`config.mk`:
```
export PLATFORM = sky130hd
export DESIGN_NAME = bpu_pht_ctrl
export DESIGN_NICKNAME = d
export VERILOG_FILES = /design/src/rtl/bpu_pkg.sv /design/src/rtl/bpu_rd_track.sv /design/src/rtl/bpu_pht_ctrl.sv
export SDC_FILE = /design/constraint.sdc
export NUM_CORES = 1
export LEC_CHECK = 0
export BUFFER_PORTS_ARGS = -buffer_cell sky130_fd_sc_hd__buf_2
export CORE_AREA = 2 2 48 67
export CTS_CLUSTER_SIZE = 30
export DETAILED_ROUTE_END_ITERATION = 7
export DIE_AREA = 0 0 50 69
export PLACE_DENSITY = 0.8
export SLEW_MARGIN = 20
export SYNTH_ARGS = -nofsm -noshare
export SYNTH_HDL_FRONTEND = slang
export SYNTH_SLANG_ARGS = --single-unit
```
`constraint.sdc`:
```
create_clock -name clk -period 3.3 [get_ports clk]
set_clock_uncertainty 0.2 [all_clocks]
set_input_delay 0 -clock clk [delete_from_list [all_inputs] [get_ports clk]]
set_output_delay 0 -clock clk [all_outputs]
set_load 0.02 [all_outputs]
```
`src/rtl/bpu_pkg.sv`:
```
// Shared definitions for the branch-predictor pattern-history table logic.
//  - Default counter width and the counter value written while clearing.
//  - Controller state encoding.
//  - sat_upd   : saturating counter step (increment on taken, decrement otherwise).
//  - pht_index : word-aligned PC to table index (PC bits above the index are dropped).
package bpu_pkg;

  localparam int CTR_W_DEF    = 2;
  localparam int INIT_CTR_DEF = 1;
  // Widest counter the helper below supports; callers cast down to their width.
  localparam int CTR_W_MAX    = 8;

  typedef enum logic {
    ST_INIT = 1'b0,
    ST_RUN  = 1'b1
  } pht_state_e;

  // Unsigned saturating update of a ctr_w-bit counter.
  function automatic logic [CTR_W_MAX-1:0] sat_upd(
    input logic [CTR_W_MAX-1:0] ctr,
    input logic                 taken,
    input int                   ctr_w
  );
    logic [CTR_W_MAX-1:0] ctr_max;
    ctr_max = '0;
    for (int i = 0; i < CTR_W_MAX; i++) begin
      if (i < ctr_w) ctr_max[i] = 1'b1;
    end
    if (taken) begin
      return (ctr >= ctr_max) ? ctr_max : ctr + 1'b1;
    end
    return (ctr == '0) ? '0 : ctr - 1'b1;
  endfunction

  // Index = pc[addr_w+1:2]; higher PC bits alias onto the same entry.
  function automatic logic [31:0] pht_index(
    input logic [31:0] pc,
    input int          addr_w
  );
    logic [31:0] mask;
    mask = '0;
    for (int i = 0; i < 32; i++) begin
      if (i < addr_w) mask[i] = 1'b1;
    end
    return (pc >> 2) & mask;
  endfunction

endpackage

```
`src/rtl/bpu_rd_track.sv`:
```
// Read-pipeline tracker for the pattern-history table.
// A LAT-deep shift register follows every issued RAM read. Each stage holds
// {valid, addr, fwd, fwd_data}; any write that hits a stage's address while the
// read is in flight (including the issue cycle) is captured so the response can
// bypass the RAM, whose read data is undefined on a read/write collision.
// Ports:
//  clk, rst_n        clock, synchronous active-low reset (clears valid/fwd bits)
//  issue, issue_addr read accepted this cycle and its table index
//  we, waddr, wdata  write port activity being snooped
//  out_valid         read data from the RAM is due this cycle
//  out_fwd           use out_fwd_data instead of the RAM read data
//  out_fwd_data      youngest write data seen for this read's address
module bpu_rd_track #(
  parameter int ADDR  = 9,
  parameter int CTR_W = 2,
  parameter int LAT   = 1
) (
  input  logic             clk,
  input  logic             rst_n,
  input  logic             issue,
  input  logic [ADDR-1:0]  issue_addr,
  input  logic             we,
  input  logic [ADDR-1:0]  waddr,
  input  logic [CTR_W-1:0] wdata,
  output logic             out_valid,
  output logic             out_fwd,
  output logic [CTR_W-1:0] out_fwd_data
);

  logic [LAT-1:0]   valid_reg;
  logic [LAT-1:0]   fwd_reg;
  logic [ADDR-1:0]  addr_reg [LAT];
  logic [CTR_W-1:0] data_reg [LAT];

  // Stage inputs: stage 0 takes the new read, later stages take their predecessor.
  logic [LAT-1:0]   src_valid;
  logic [LAT-1:0]   src_fwd;
  logic [ADDR-1:0]  src_addr [LAT];
  logic [CTR_W-1:0] src_data [LAT];

  logic [LAT-1:0]   hit;
  logic [LAT-1:0]   fwd_next;
  logic [CTR_W-1:0] data_next [LAT];

  generate
    for (genvar gi = 0; gi < LAT; gi++) begin : g_stage
      if (gi == 0) begin : g_head
        assign src_valid[gi] = issue;
        assign src_addr[gi]  = issue_addr;
        assign src_fwd[gi]   = 1'b0;
        assign src_data[gi]  = '0;
      end else begin : g_body
        assign src_valid[gi] = valid_reg[gi-1];
        assign src_addr[gi]  = addr_reg[gi-1];
        assign src_fwd[gi]   = fwd_reg[gi-1];
        assign src_data[gi]  = data_reg[gi-1];
      end
      // A write this cycle overrides anything captured earlier: latest write wins.
      assign hit[gi]       = we && (waddr == src_addr[gi]);
      assign fwd_next[gi]  = hit[gi] | src_fwd[gi];
      assign data_next[gi] = hit[gi] ? wdata : src_data[gi];
    end
  endgenerate

  always_ff @(posedge clk) begin
    if (!rst_n) begin
      valid_reg <= '0;
      fwd_reg   <= '0;
    end else begin
      valid_reg <= src_valid;
      fwd_reg   <= fwd_next;
      for (int i = 0; i < LAT; i++) begin
        addr_reg[i] <= src_addr[i];
        data_reg[i] <= data_next[i];
      end
    end
  end

  // The output stage is not snooped: a write in the response cycle shows up
  // only in later lookups.
  assign out_valid    = valid_reg[LAT-1];
  assign out_fwd      = fwd_reg[LAT-1];
  assign out_fwd_data = data_reg[LAT-1];

endmodule

```
`src/rtl/bpu_pht_ctrl.sv`:
```
// Pattern-history table controller: client of an external 1W/1R table RAM.
// After reset it clears every entry to INIT_CTR (one write per cycle), then
// serves PC-indexed lookups on the read port and saturating-counter updates on
// the write port, forwarding in-flight write data over colliding reads.
// Ports:
//  clk, rst_n                        clock, synchronous active-low reset
//  lk_valid/lk_pc/lk_ready           lookup request (accepted when both valid and ready)
//  rsp_valid/rsp_ctr/rsp_taken       prediction, LAT = PIPELINE+1 cycles after accept
//  upd_valid/upd_pc/upd_ctr/upd_taken/upd_ready   resolved-branch counter update
//  ram_we/ram_waddr/ram_wdata        RAM write port
//  ram_re/ram_raddr/ram_rdata        RAM read port (data LAT cycles after ram_re)
module bpu_pht_ctrl
  import bpu_pkg::*;
#(
  parameter int ADDR     = 9,
  parameter int CTR_W    = CTR_W_DEF,
  parameter int PIPELINE = 0,
  parameter int INIT_CTR = INIT_CTR_DEF
) (
  input  logic             clk,
  input  logic             rst_n,
  input  logic             lk_valid,
  input  logic [31:0]      lk_pc,
  output logic             lk_ready,
  output logic             rsp_valid,
  output logic [CTR_W-1:0] rsp_ctr,
  output logic             rsp_taken,
  input  logic             upd_valid,
  input  logic [31:0]      upd_pc,
  input  logic [CTR_W-1:0] upd_ctr,
  input  logic             upd_taken,
  output logic             upd_ready,
  output logic             ram_we,
  output logic [ADDR-1:0]  ram_waddr,
  output logic [CTR_W-1:0] ram_wdata,
  output logic             ram_re,
  output logic [ADDR-1:0]  ram_raddr,
  input  logic [CTR_W-1:0] ram_rdata
);

  localparam int LAT = PIPELINE + 1;

  pht_state_e       state_reg;
  logic [ADDR-1:0]  ptr_reg;

  logic             init_active;
  logic             run_active;
  logic             lk_fire;
  logic             upd_fire;
  logic [ADDR-1:0]  lk_idx;
  logic [ADDR-1:0]  upd_idx;
  logic [CTR_W-1:0] upd_wdata;
  logic             trk_fwd;
  logic [CTR_W-1:0] trk_fwd_data;

  // Clear sequence: ptr walks 0..DEPTH-1, leaving INIT once the last entry is written.
  always_ff @(posedge clk) begin
    if (!rst_n) begin
      state_reg <= ST_INIT;
      ptr_reg   <= '0;
    end else begin
      case (state_reg)
        ST_INIT: begin
          ptr_reg <= ptr_reg + 1'b1;
          if (ptr_reg == '1) state_reg <= ST_RUN;
        end
        ST_RUN:  state_reg <= ST_RUN;
        default: state_reg <= ST_INIT;
      endcase
    end
  end

  // Qualify with rst_n so nothing is written or accepted while reset is held.
  assign init_active = rst_n && (state_reg == ST_INIT);
  assign run_active  = rst_n && (state_reg == ST_RUN);

  assign lk_ready  = run_active;
  assign upd_ready = run_active;
  assign lk_fire   = lk_valid  & lk_ready;
  assign upd_fire  = upd_valid & upd_ready;

  assign lk_idx    = ADDR'(pht_index(lk_pc, ADDR));
  assign upd_idx   = ADDR'(pht_index(upd_pc, ADDR));
  assign upd_wdata = CTR_W'(sat_upd(CTR_W_MAX'(upd_ctr), upd_taken, CTR_W));

  assign ram_re    = lk_fire;
  assign ram_raddr = lk_idx;

  assign ram_we    = init_active | upd_fire;
  assign ram_waddr = init_active ? ptr_reg : upd_idx;
  assign ram_wdata = init_active ? CTR_W'(INIT_CTR) : upd_wdata;

  bpu_rd_track #(
    .ADDR  (ADDR),
    .CTR_W (CTR_W),
    .LAT   (LAT)
  ) u_rd_track (
    .clk          (clk),
    .rst_n        (rst_n),
    .issue        (lk_fire),
    .issue_addr   (lk_idx),
    .we           (ram_we),
    .waddr        (ram_waddr),
    .wdata        (ram_wdata),
    .out_valid    (rsp_valid),
    .out_fwd      (trk_fwd),
    .out_fwd_data (trk_fwd_data)
  );

  assign rsp_ctr   = trk_fwd ? trk_fwd_data : ram_rdata;
  assign rsp_taken = rsp_ctr[CTR_W-1];

endmodule

```
==> run summary, run 1 <==
The run finished with clean final reports. After synthesis the netlist holds a flip-flop and latch count of 14. Flip-flop cell with the highest count after synthesis: sky130_fd_sc_hd__dfxtp_1. CTS saw 14 sinks. Count of final setup violators: 0. The synthesized netlist contains 37 unique library cells. The async set-reset flop share out of synthesis was 0%; the via count of the first global-routing pass was 987.

The total track usage was 14.29%; the area growth from synthesis to final layout was 28.05%. The critical path goes through dlygate4sd3_1 -> buf_2 -> and2b_1 -> o211ai_1 -> a2111oi_2 -> nand4_2 -> dlygate4sd3_1 -> nor2_1. The finished cells cover 1405 um^2. The run gives 0 as the antenna violation net count after detailed routing. The filler cells instantiated in the layout total 291. The worst hold path cell count was 2; the number of violations of the max-capacitance limit was 0. The maximum resistive drop on vdd came out at 0.1337 mV. The hold violation count in the final report was 0; the leakage power was 0.6634 nW.

The run gives 0 as the total congestion overflow. Data arrives at the worst endpoint at 2.77 ns. Before CTS, the worst setup slack after placement is 0.9280 ns. The chip height came out at 69 um.

In the layout the commonest cells are sky130_fd_sc_hd__buf_2, sky130_fd_sc_hd__nand2_1, sky130_fd_sc_hd__xnor2_1. The area of the placeable core is 2849 um^2, and the hold buffer count at cts is 6. The maximum clock frequency was 0.3582 GHz; the die outline area was 3450 um^2. The number of clock buffers inserted by TritonCTS is 3.

In this run the worst hold path is classified as in -> out. In this run the critical register-to-register path is captured at u_rd_track.out_fwd. Setup total negative slack on the finished layout was measured at 0 ns.

The number of pins with negative max-slew slack in the final report was 0; the post-synthesis cell count was 133. The run gives 1 as the deepest level of the CTS H-tree. The routed length per instance was 11.51 um; the worst-case hold slack was 0.03358 ns. The worst reg-to-reg path cell count was 6. The cell that appears most often on the critical path is sky130_fd_sc_hd__dlygate4sd3_1. The worst hold path begins at lk_pc[5]. The insertion delay of the later-clocked pin in the worst-skew pair is 0.24 ns, and the highest fanout seen on the critical path is 18.

In the final layout, the share of cells above drive strength 1 is 36.46%. For the length of the first detailed-routing pass in iterations, the log shows 4. The required time reported for the critical path endpoint is 3.28 ns. The setup path with the least slack is of type in -> reg. The number of antenna violations at the first check in global routing is 0, and the instance area at placement is 1300 um^2. For the sum of net half-perimeters after detailed placement, the log shows 1.879 mm. Yosys printed 0 warnings.

The die is 50 um wide. The number of buffers on the longest clock path is 2, and the flop-to-flop setup slack is 0.54 ns. The clock-pin transition on the worst setup and hold timing paths works out to 0.05 ns. The number of remaining DRC errors was 0; the tightest slew margin relative to the limit was 72.10%. The worst setup path is launched from an input pin. STA classifies the critical path endpoint as a flip-flop. The post-CTS setup buffer count was 0. The root buffer selected by CTS was sky130_fd_sc_hd__clkbuf_8. The library cell used most frequently in the layout, excluding fill and tap cells, is sky130_fd_sc_hd__buf_2. The first global-routing pass estimated 3.946 mm of wire. The final period utilization is 84.61%.

After the first detailed-routing iteration, the DRC count stood at 11. For this design, the slowest cell found on the critical path is sky130_fd_sc_hd__dlygate4sd3_1. The tools report the startpoint of the lowest-slack register-to-register path as state_reg. The final route contains 1069 vias. The sequential cell area fraction in the yosys report is 27.37%. For hold timing, the worst endpoint is ram_raddr[3].

Pin placement for this block handled 101 I/O pins. Each instance of the synthesized netlist takes up on average 8.250 um^2. Entering global routing, the biggest net connects 19 pins. Subtracting the final worst setup slack from the clock period gives 2.792 ns. Summing every instance area after synthesis gives 1097 um^2. The delay of the slowest critical-path stage was 0.62 ns; the count of flip-flops with a built-in enable after synthesis was 2. The number of nets in the final layout is 257. The number of cell rows is 23, and the count of buffers inserted at the top-level ports is 54.

The logs give 38.52% for the initial core utilization and 0.7187 for the final weighted congestion of routability-driven global placement. Synthesis produced a netlist with a net count of 208. Setup repair after global routing left no endpoint under its margin. 0 antenna diodes ended up in the layout. Flip-flop count of the largest register, all copies and words added: 9. The power density over the cells was 311.1 nW/um^2; the final setup slack of the worst path was 0.5079 ns. The average vias per placed instance was 4.904. At the pin with the least slew margin, the transition time is 0.4180 ns. TritonCTS built the clock tree.

The final layout contains routed wiring with a total length of 2.509 mm. The tools report the number of gates resized after cts as 0.
[critical path, delay by kind of cell]
family	cells	cell delay, ns
buf+inv	3	1.41
compound gates	2	0.64
simple gates	3	0.71
[cells in the mapped netlist (all sizes together) (2+ instances only)]
cell type   n  share of area (%)
mux2        5                5.5
nor2        3                1.0
xnor2      14                 11
a21oi       5                2.3
o21ai       4                1.8
nand2      20                6.8
nor3b       3                2.1
nand2b      7                4.2
nand3       5                2.3
and3        3                1.7
mux2i       2                1.8
buf        14                9.7
ha          2                2.3
dfxtp      12                 22
nand4       2                1.7
edfxtp      2                5.5
nor2b       3                1.7
inv         5                1.7
and2        8                4.6
clkbuf      2               0.68
[final cells by class]
class / count / area (um^2) / share of cell area [%]
well taps: 37 / 46.29 / 3.295
flip-flops and latches: 14 / 300.3 / 21.37
inverters: 5 / 18.77 / 1.336
multi-input cells: 98 / 664.4 / 47.28
repair buffers: 60 / 330.3 / 23.51
clock inverters: 1 / 3.754 / 0.2671
clock buffers: 3 / 41.29 / 2.939
[kinds of logic after synthesis]
group / after synthesis / share of synthesized area [%]
and+or+nand+nor: 57 / 28.17
buffers and inverters: 21 / 12.09
AOI/OAI and AO/OA: 17 / 10.83
xor gates and xnor gates: 15 / 11.97
DFF: 14 / 27.37
muxes: 7 / 7.297
adders and majority gates: 2 / 2.280
[layer usage]
metal / vias up / part of all wire (%) / track usage (%)
li1: 535 / - / -
met1: 497 / 39 / 14.11
met2: 33 / 55 / 26.32
met3: 4 / 4.9 / 3.030
met4: 0 / 1.2 / 8.025
met5: - / 0 / 0
[how the worst max path moves through the flow]
stage / from / to / cells after the start
finish: rst_n / u_rd_track.out_fwd / 8
global route: rst_n / u_rd_track.out_fwd / 8
CTS: rst_n / u_rd_track.out_fwd / 8
detailed placement: state_reg / u_rd_track.data_reg[0][1] / 5
global placement: state_reg / u_rd_track.data_reg[0][1] / 5
floorplan: state_reg / u_rd_track.data_reg[0][0] / 6
[report_power, final]
part	switching [W]	internal (W)	total [W]
clock	0.0000576	0.0000822	0.000140
combinational	0.0000642	0.0000508	0.000115
sequential	0.00000531	0.000177	0.000182
total	0.000127	0.000310	0.000437
[through the flow]
stage	util (%)	std cells	total power, W
global placement	45.63	208	0.0002952
global route	49.32	218	0.0004592
floorplan	-	133	0.0002634
CTS	49.32	218	0.0004417
detailed placement	45.63	208	0.0002972
finish	49.32	218	0.0004371
Power figures use the tool's default switching activity.
==> inputs of run 2 (changes only) <==
--- a/config.mk
+++ b/config.mk
@@ -5,12 +5,13 @@
 export SDC_FILE = /design/constraint.sdc
 export NUM_CORES = 1
 export LEC_CHECK = 0
+export ABC_AREA = 1
 export BUFFER_PORTS_ARGS = -buffer_cell sky130_fd_sc_hd__buf_2
-export CORE_AREA = 2 2 48 67
+export CORE_AREA = 2 2 52 74
 export CTS_CLUSTER_SIZE = 30
 export DETAILED_ROUTE_END_ITERATION = 7
-export DIE_AREA = 0 0 50 69
-export PLACE_DENSITY = 0.8
+export DIE_AREA = 0 0 54 76
+export PLACE_DENSITY = 0.7
 export SLEW_MARGIN = 20
 export SYNTH_ARGS = -nofsm -noshare
 export SYNTH_HDL_FRONTEND = slang
==> constraint.sdc (replaced) <==
create_clock -name clk -period 2.5 [get_ports clk]
set_clock_uncertainty 0.2 [all_clocks]
set_input_delay 0 -clock clk [delete_from_list [all_inputs] [get_ports clk]]
set_output_delay 0 -clock clk [all_outputs]
set_load 0.02 [all_outputs]
==> run 2 against run 1 <==
Effect of this change:
- die area is 19% higher
- worst setup slack got worse by 0.30 ns
- power grew 31%
- sequential power increased by 30%
- flip-flop and latch count unchanged
- final area fell by 2.0%
- synthesized area increased by 0.11%
- count of clock-buffer cells in the layout is the same
- synthesized cell count grew 23%
- cell count rose by 16%
- worst hold slack got worse by 0.019 ns
- core utilization down 10 points
- critical endpoint is now u_rd_track.data_reg[0][0]
- largest power group unchanged
==> run summary, run 2 <==
The flow ran to the end, and the final reports show no timing, DRC or antenna violations. The number of remaining DRC errors came out at 0 (unchanged). Critical path, cell by cell: inv_2 -> nand2_4 -> o21ai_2 -> nand2_1 -> nand2_1 -> nor2_1 -> dlygate4sd3_1 -> nand3_2 -> nor2_1 (was dlygate4sd3_1 -> buf_2 -> and2b_1 -> o211ai_1 -> a2111oi_2 -> nand4_2 -> dlygate4sd3_1 -> nor2_1). The power density over the cells came out at 415.6 nW/um^2 (was 311.1 nW/um^2). The worst hold path cell count is 4 (was 2). The shortest period the worst path allows works out to 2.295 ns.

The tools report the number of violations of the max-capacitance limit as 0 (unchanged). The flop-to-flop setup slack came out at 0.21 ns (was 0.54 ns). The average vias per placed instance is 4.387 (was 4.904). The most frequently used cell type in the post-synthesis netlist is sky130_fd_sc_hd__nand2_1 (unchanged). The tools report the startpoint of the tightest hold check path as upd_ctr[0] (was lk_pc[5]). The count of state elements after synthesis works out to 14 (unchanged). The sum of net half-perimeters after detailed placement was 1.883 mm (was 1.879 mm); the mean cell area of the mapped netlist was 6.699 um^2 (was 8.250 um^2). The number of warnings reported in the yosys synthesis log is 0 (unchanged).

The final period utilization came out at 91.80%. Fraction of final layout cells with drive strength greater than 1: 33.65% (was 36.46%). The area of the placeable core came out at 3513 um^2 (was 2849 um^2). The post-synthesis cell count came out at 164 (was 133). The number of cell rows is 26 (was 23).

Post-CTS setup buffer count: 0 (unchanged). Setup repair after global routing left no endpoint under its margin. The logs give 0 (unchanged) for the number of pins with negative max-slew slack in the final report and 0.7673 nW (was 0.6634 nW) for the leakage power. The initial core utilization is 31.27% (was 38.52%).

The path class of the lowest-slack min-delay path is in -> reg (was in -> out). The maximum resistive drop on vdd was 0.2237 mV (was 0.1337 mV). The run gives 0 (unchanged) as the total congestion overflow. The overall die width works out to 54 um (was 50 um).

Sink of the worst hold path: u_rd_track.data_reg[0][0] (was ram_raddr[3]). The routed length per instance was 9.510 um (was 11.51 um); the number of filler cells placed in the layout was 394 (was 291). The data arrival time at the worst-slack endpoint is 2.10 ns (was 2.77 ns).

For the insertion delay of the later-clocked pin in the worst-skew pair, the log shows 0.24 ns (about the same). The number of buffers on the longest clock path was 2 (unchanged). The tools report the iteration-0 DRC count of the detailed router as 19 (was 11). Worst reg-to-reg path cell count: 9 (was 6). Most area-consuming cells after synthesis: sky130_fd_sc_hd__dfxtp_1, sky130_fd_sc_hd__nand2_1, sky130_fd_sc_hd__nand3_1 (was sky130_fd_sc_hd__dfxtp_1, sky130_fd_sc_hd__xnor2_1, sky130_fd_sc_hd__buf_4).

Root buffer selected by CTS: sky130_fd_sc_hd__clkbuf_8 (unchanged). The area growth from synthesis to final layout came out at 25.28% (was 28.05%). The clock-pin transition on the worst setup and hold timing paths is 0.06 ns (was 0.05 ns). The total track usage came out at 12.28% (was 14.29%). Antenna violation net count after detailed routing: 0 (unchanged). The launching element type of the critical path was a flip-flop (was an input pin). The count of flip-flops with a built-in enable after synthesis was 2 (unchanged). The maximum number of pins on one net before global-route repair is 22 (was 19). Category of the most critical setup path: reg -> reg (was in -> reg). The total negative setup slack was 0 ns (unchanged); the count of buffers inserted at the top-level ports was 54 (unchanged). The tools report the end of the worst register-to-register path as u_rd_track.data_reg[0][0] (was u_rd_track.out_fwd). The slew at the pin closest to its max-slew limit came out at 0.2764 ns (was 0.4180 ns).

Commonest cells after routing, fill and taps aside: sky130_fd_sc_hd__buf_2, sky130_fd_sc_hd__nand2_1, sky130_fd_sc_hd__inv_1 (was sky130_fd_sc_hd__buf_2, sky130_fd_sc_hd__nand2_1, sky130_fd_sc_hd__xnor2_1). Derived from the worst setup path, the maximum achievable clock frequency is 0.4358 GHz. The tools report the required time reported for the critical path endpoint as 2.30 ns (was 3.28 ns). The tools report the sequential cell area fraction in the yosys report as 27.33% (was 27.37%). The run gives 958 (was 987) as the via count of the first global-routing pass. The most common library cell in the layout ignoring fill and taps was sky130_fd_sc_hd__buf_2 (unchanged). The family of cells with the greatest summed delay on the critical path was buffers and inverters (unchanged). The logs give 1289 um^2 (was 1300 um^2) for the instance area at placement and 101 (unchanged) for the boundary pin count. The slowest cell on the critical path was sky130_fd_sc_hd__dlygate4sd3_1 (unchanged).

The highest fanout seen on the critical path is 15 (was 18), and the post-placement setup slack is 0.6953 ns (was 0.9280 ns). The number of nets produced by synthesis was 239 (was 208). The tools report the number of inserted diodes as 0 (unchanged). Startpoint of the most critical setup path: state_reg (was rst_n). The chip height came out at 76 um (was 69 um).

The deepest level of the CTS H-tree came out at 1 (unchanged). The delay of the slowest critical-path stage was 0.57 ns (was 0.62 ns). Flip-flop cell with the highest count after synthesis: sky130_fd_sc_hd__dfxtp_1 (unchanged). The fraction of post-synthesis cell area in the top cell type by area is 21.87% (was 21.89%), and the hold violation count in the final report is 0 (unchanged).

The number of clock buffers inserted by TritonCTS is 3 (unchanged), and the total standard cell area after synthesis is 1099 um^2 (was 1097 um^2). The number of nets in the final layout was 287 (was 257). The run gives 0 (unchanged) as the number of antenna violations at the first check in global routing. The final setup slack of the worst path is 0.2051 ns (was 0.5079 ns), and the aggregate routed wire length is 2.406 mm (was 2.509 mm). The tools report the startpoint of the lowest-slack register-to-register path as state_reg (unchanged). The global-route wire length before repair was 3.843 mm (was 3.946 mm); the total vias in the final route was 1110 (was 1069). TritonCTS built the clock tree. The logs give 4 (unchanged) for the length of the first detailed-routing pass in iterations and 0 (unchanged) for the count of final setup violators.

The run gives 14 (unchanged) as the number of clock sinks. Top post-synthesis cells by count: sky130_fd_sc_hd__nand2_1, sky130_fd_sc_hd__inv_1, sky130_fd_sc_hd__nand3_1 (was sky130_fd_sc_hd__nand2_1, sky130_fd_sc_hd__xnor2_1, sky130_fd_sc_hd__buf_4, sky130_fd_sc_hd__dfxtp_1, sky130_fd_sc_hd__and2_1). The tightest slew margin relative to the limit is 81.55% (was 72.10%).

Count of unique library cells instantiated by Yosys: 26 (was 37). The endpoint type of the worst setup path is a flip-flop (unchanged). The flip-flop count of the largest register, all copies and words added is 9 (unchanged). The number of buffers and inverters on the critical path was 2 (was 3).

The die outline area is 4104 um^2 (was 3450 um^2), and the design area is 1376 um^2 (was 1405 um^2). The async set-reset flop share out of synthesis works out to 0% (unchanged). The final weighted congestion of routability-driven global placement is 0.8345 (was 0.7187). The most area-hungry cell type in the Yosys netlist was sky130_fd_sc_hd__dfxtp_1 (unchanged).
-- run 2: changes by cell type after synthesis, sizes merged, moves of 8 or more --
cell   before  now
nand2      20   50
inv         5   23
nand3       5   19
xnor2      14    0
nor2        3   14
and2        8    0
-- run 2: cell families (layout without fill, tap and decap cells) --
logic type	count (synthesis)	count (layout)	share of synthesized area (%)
xor gates and xnor gates	1	1	0.7974
AOI/OAI and AO/OA	15	15	7.403
buffers and inverters	38	85	19.93
adders and majority gates	2	2	2.278
DFF	14	14	27.34
and+or+nand+nor	92	92	40.21
muxes	2	2	2.050
-- run 2: worst max path at each step --
stage / cells past startpoint / end
after global placement: 10 / u_rd_track.data_reg[0][0]
after detailed placement: 10 / u_rd_track.data_reg[0][0]
after global routing: 10 / u_rd_track.data_reg[0][0]
after floorplan: 7 / u_rd_track.data_reg[0][1]
final: 9 / u_rd_track.data_reg[0][0]
after CTS: 10 / u_rd_track.data_reg[0][0]
-- run 2: per-stage QoR --
step	instances	util (%)	total power, W	hold WS (ns)
final	253	39.17	0.0005720	0.01460
after global placement	245	36.68	0.0003832	0.02600
after CTS	253	39.10	0.0005821	0.01645
after detailed placement	245	36.68	0.0003847	0.03493
after floorplan	164	-	0.0003469	-0.08750
after global routing	253	39.17	0.0006077	0.03867
-- run 2: layout make-up --
class | instances | area, um^2 | share of cell area, %
multi-input combinational | 112 | 579.3 | 42.09
clock buffer | 3 | 41.29 | 3.000
clock inverter | 1 | 3.754 | 0.2727
inverter | 23 | 86.33 | 6.273
sequential | 14 | 300.3 | 21.82
timing repair buffer | 58 | 312.8 | 22.73
tap | 42 | 52.55 | 3.818
-- run 2: worst min-delay path: cells and delay by family --
family                 cells  cell delay (ns)
buffers and inverters      2             0.15
AOI/OAI and AO/OA          1             0.10
and+or+nand+nor            1             0.04
-- run 2: routing by layer --
metal	vias up	part of all wire, %	global-route usage, %
met1	464	42	13.83
met3	6	6.1	1.176
met5	-	0	0
met2	38	50	21.34
li1	602	-	-
met4	0	2.2	6.750
-- run 2: what timing repair did --
action,CTS,global route
hold endpoints to repair,6,0
gates resized for setup,0,1
hold buffers,4,0
setup endpoints to repair,0,2
-- run 2: report_power, final --
group / internal, W / total, W / switching, W
Combinational: 0.0000594 / 0.000148 / 0.0000889
Clock: 0.000109 / 0.000187 / 0.0000780
Sequential: 0.000233 / 0.000237 / 0.00000389
Total: 0.000401 / 0.000572 / 0.000171
==> inputs of run 3 (changes only) <==
--- a/config.mk
+++ b/config.mk
@@ -7,12 +7,13 @@
 export LEC_CHECK = 0
 export ABC_AREA = 1
 export BUFFER_PORTS_ARGS = -buffer_cell sky130_fd_sc_hd__buf_2
-export CORE_AREA = 2 2 52 74
+export CORE_AREA = 2 2 52 73
 export CTS_CLUSTER_SIZE = 30
 export DETAILED_ROUTE_END_ITERATION = 7
-export DIE_AREA = 0 0 54 76
-export PLACE_DENSITY = 0.7
+export DIE_AREA = 0 0 54 75
+export PLACE_DENSITY = 0.69
 export SLEW_MARGIN = 20
 export SYNTH_ARGS = -nofsm -noshare
 export SYNTH_HDL_FRONTEND = slang
+export SYNTH_HIERARCHICAL = 1
 export SYNTH_SLANG_ARGS = --single-unit
==> run 3 against run 2 <==
Effect of this change:
- first-iteration DRC count is 42% lower
- clock power barely moved
- cell count up 4.0%
- global-route usage fell by 0.31 points
- die area shrank 1.3%
- core utilization grew 0.60 points
- largest cell class unchanged
- sequential share of layout area rose by 0.53 points
- final area shrank 2.4%
- critical path type unchanged
==> run summary, run 3 <==
Most area-consuming cells after synthesis: sky130_fd_sc_hd__dfxtp_1, sky130_fd_sc_hd__nand2_1, sky130_fd_sc_hd__inv_1 (was sky130_fd_sc_hd__dfxtp_1, sky130_fd_sc_hd__nand2_1, sky130_fd_sc_hd__nand3_1). The path class of the lowest-slack min-delay path was in -> reg (unchanged). The endpoint type of the worst setup path was a flip-flop (unchanged). Dominant combinational cell family by area after synthesis: simple AND/OR/NAND/NOR gates (unchanged). For the required time reported for the critical path endpoint, the log shows 2.38 ns (was 2.30 ns). The post-placement setup slack came out at 0.6288 ns (was 0.6953 ns). The async set-reset flop share out of synthesis is 0% (unchanged), and the deepest level of the CTS H-tree is 1 (unchanged).

The average vias per placed instance is 4.209 (was 4.387). The run gives 19 (was 26) as the count of unique library cells instantiated by Yosys. The most frequently used cell type in the post-synthesis netlist was sky130_fd_sc_hd__nand2_1 (unchanged). The count of final setup violators was 0 (unchanged).

Critical path, cell by cell: inv_2 -> nand2_4 -> inv_1 -> nand2_1 -> nand2_1 -> inv_1 -> nand2_1 -> nand2_1 -> nor2_2 -> nand3_1 -> nor3_1 (was inv_2 -> nand2_4 -> o21ai_2 -> nand2_1 -> nand2_1 -> nor2_1 -> dlygate4sd3_1 -> nand3_2 -> nor2_1). The count of flip-flops with a built-in enable after synthesis was 2 (unchanged); the die outline area was 4050 um^2 (was 4104 um^2). The flip-flop count of the largest register, all copies and words added came out at 9 (unchanged).

The routed length per instance was 8.989 um (was 9.510 um); the iteration-0 DRC count of the detailed router was 11 (was 19). For the area of the placeable core, the log shows 3378 um^2 (was 3513 um^2). The launching element type of the critical path is a flip-flop (unchanged). The share of synthesized area spent on multiplexers came out at 2.174% (was 2.050%).

The maximum number of pins on one net before global-route repair is 18 (was 22). The logs give 77.43% (was 81.55%) for the tightest slew margin relative to the limit and 0 (unchanged) for the antenna violation net count after detailed routing. The shortest period the worst path allows was 1.886 ns (was 2.295 ns); the post-synthesis cell count was 174 (was 164).

The total congestion overflow is 0 (unchanged). For the number of remaining DRC errors, the log shows 0 (unchanged). Sum of internal, switching and leakage power: 0.0005642 W (was 0.0005720 W). The slowest cell on the critical path is sky130_fd_sc_hd__dfxtp_1 (was sky130_fd_sc_hd__dlygate4sd3_1). The via count of the first global-routing pass is 883 (was 958), and the mean cell area of the mapped netlist is 5.954 um^2 (was 6.699 um^2). The post-synthesis adder-cell area fraction works out to 2.415% (was 2.278%). The logs give 0.8200 (was 0.8345) for the final weighted congestion of routability-driven global placement and 1.77 ns (was 2.10 ns) for the data arrival time at the worst-slack endpoint. The count of state elements after synthesis works out to 14 (unchanged). The tools report the aggregate routed wire length as 2.364 mm (was 2.406 mm).

Commonest cells after routing, fill and taps aside: sky130_fd_sc_hd__nand2_1, sky130_fd_sc_hd__buf_2, sky130_fd_sc_hd__inv_1 (was sky130_fd_sc_hd__buf_2, sky130_fd_sc_hd__nand2_1, sky130_fd_sc_hd__inv_1). The tools report the sum of net half-perimeters after detailed placement as 1.941 mm (was 1.883 mm). The leakage power was 0.7756 nW (was 0.7673 nW). The highest fanout seen on the critical path is 17 (was 15). The chip height is 75 um (was 76 um).

The run gives 0 (unchanged) as the hold violation count in the final report. The run finished with clean final reports. The number of antenna violations at the first check in global routing came out at 0 (unchanged). Initial core utilization: 30.67% (was 31.27%). The startpoint of the lowest-slack register-to-register path was state_reg (unchanged).

The run gives 0.5303 GHz (was 0.4358 GHz) as the maximum clock frequency. For the number of buffers on the longest clock path, the log shows 2 (unchanged). The most common library cell in the layout ignoring fill and taps is sky130_fd_sc_hd__nand2_1 (was sky130_fd_sc_hd__buf_2). The count of buffers inserted at the top-level ports works out to 54 (unchanged).

The number of gates resized after cts was 0 (unchanged); the overall die width was 54 um (unchanged). The power density over the cells came out at 419.9 nW/um^2 (was 415.6 nW/um^2). The tools report the root buffer selected by CTS as sky130_fd_sc_hd__clkbuf_8 (unchanged). The cell repeated most along the worst path is sky130_fd_sc_hd__nand2_1.

Flop-to-flop setup slack: 0.61 ns (was 0.21 ns). Category of the most critical setup path: reg -> reg (unchanged). TritonCTS built the clock tree. Total negative setup slack: 0 ns (unchanged). For the sequential cell area fraction in the yosys report, the log shows 28.99% (was 27.33%). The compound-gate portion of the synthesized area was 7.729% (was 7.403%); the length of the first detailed-routing pass in iterations was 4 (unchanged). The total track usage is 11.97% (was 12.28%), and the slew at the pin closest to its max-slew limit is 0.3350 ns (was 0.2764 ns). The number of clock sinks is 14 (unchanged), and the number of cell rows is 25 (was 26). Final core area utilization: 39.78% (was 39.17%). For the number of violations of the max-capacitance limit, the log shows 0 (unchanged). The worst reg-to-reg path cell count came out at 11 (was 9). The number of inserted diodes was 0 (unchanged). Flip-flop cell with the highest count after synthesis: sky130_fd_sc_hd__dfxtp_1 (unchanged). The logs give 1036 um^2 (was 1099 um^2) for the total standard cell area after synthesis and 0.6141 ns (was 0.2051 ns) for the final setup slack of the worst path. Top post-synthesis cells by count: sky130_fd_sc_hd__nand2_1, sky130_fd_sc_hd__inv_1, sky130_fd_sc_hd__nor2_1 (was sky130_fd_sc_hd__nand2_1, sky130_fd_sc_hd__inv_1, sky130_fd_sc_hd__nand3_1). The run gives 3.484 mm (was 3.843 mm) as the global-route wire length before repair.

The boundary pin count was 101 (unchanged). The run gives 0.24 ns (about the same) as the insertion delay of the later-clocked pin in the worst-skew pair. The final period utilization was 75.43% (was 91.80%). Setup repair after global routing left no endpoint under its margin. The clock-pin transition on the worst setup and hold timing paths is 0.06 ns (about the same), and the delay of the slowest critical-path stage is 0.32 ns (was 0.57 ns). The end of the worst register-to-register path was u_rd_track/data_reg[0][1] (was u_rd_track.data_reg[0][0]). The fraction of post-synthesis cell area in the top cell type by area works out to 23.19% (was 21.87%).

The startpoint of the most critical setup path was state_reg (unchanged). The tools report the number of pins with negative max-slew slack in the final report as 0 (unchanged). The synthesized-area fraction occupied by xor and xnor cells is 0% (was 0.7973%), and the fraction of final layout cells with drive strength greater than 1 is 29.60% (was 33.65%). Total vias in the final route: 1107 (was 1110).

The post-CTS setup buffer count was 0 (unchanged). The most area-hungry cell type in the Yosys netlist was sky130_fd_sc_hd__dfxtp_1 (unchanged). The simple-gate share of the synthesized area was 37.56% (was 40.21%); the number of nets in the final layout was 299 (was 287). Maximum resistive drop on vdd: 0.1904 mV (was 0.2237 mV).

The area growth from synthesis to final layout is 29.71% (was 25.28%). The capturing instance or port of the critical path was u_rd_track/data_reg[0][1] (was u_rd_track.data_reg[0][0]). The number of clock buffers inserted by TritonCTS was 3 (unchanged); the number of nets produced by synthesis was 249 (was 239). The number of warnings reported in the yosys synthesis log is 6 (was 0).
run 3: changes by cell type after synthesis, moves of 4 or more:
cell	before	now
sky130_fd_sc_hd__nor2_1	13	22
sky130_fd_sc_hd__nand3b_1	4	0
sky130_fd_sc_hd__nand3_1	17	4
sky130_fd_sc_hd__nand2_1	43	57
sky130_fd_sc_hd__o21ai_0	6	11
sky130_fd_sc_hd__inv_1	22	31
run 3: logic make-up after synthesis:
group / Yosys count
buf+inv: 46
fa+ha+maj: 2
mux: 2
compound gates: 16
simple gates: 94
flops: 14
run 3: per-layer routing:
metal | vias up | part of all wire, % | track usage, %
met3 | 5 | 6.2 | 1.786
met4 | 0 | 2.7 | 8.333
met2 | 30 | 51 | 21.82
li1 | 614 | - | -
met5 | - | 0 | 0
met1 | 458 | 40 | 12.02
run 3: power breakdown:
| part | switching (W) | total [W] | internal (W) |
|---|---|---|---|
| sequential | 0.00000434 | 0.000238 | 0.000233 |
| clock | 0.0000753 | 0.000188 | 0.000113 |
| combinational | 0.0000850 | 0.000139 | 0.0000536 |
run 3: worst max-delay path, delay by kind of cell (launching register included):
family        cells  cell delay, ns
flops             1            0.32
simple gates      8            0.82
buf+inv           3            0.39
run 3: timing repair:
action                                  in CTS  in global routing
endpoints found under the hold margin        2                  0
hold buffers                                 3                  0
endpoints found under the setup margin       0                  0
run 3: final cells by class:
class | instances | area, um^2
well taps | 40 | 50.05
repair buffers | 58 | 307.8
inverters | 33 | 123.9
flip-flops and latches | 14 | 300.3
multi-input cells | 114 | 516.7
fillers | 381 | 2034
clock buffers | 4 | 45.04
run 3: worst min path at each step:
| stage | from | endpoint | slack (ns) | depth (start not counted) |
|---|---|---|---|---|
| after CTS | lk_pc[10] | u_rd_track/out_fwd | 0.007 | 6 |
| final | lk_pc[6] | u_rd_track/out_fwd | 0.002 | 6 |
| after floorplan | rst_n | u_rd_track/out_valid | -0.11 | 2 |
| after global placement | lk_pc[4] | ram_raddr[2] | 0.03 | 2 |
| after detailed placement | lk_pc[4] | ram_raddr[2] | 0.03 | 2 |
| after global routing | lk_pc[6] | u_rd_track/out_fwd | 0.04 | 6 |
run 3: through the flow:
stage               hold WS, ns  instance area [um^2]  cells
finish                 0.001545                  1344    263
global route            0.03610                  1344    263
CTS                    0.007113                  1344    263
detailed placement      0.03294                  1269    256
global placement        0.03312                  1269    256
floorplan               -0.1065                  1036    174
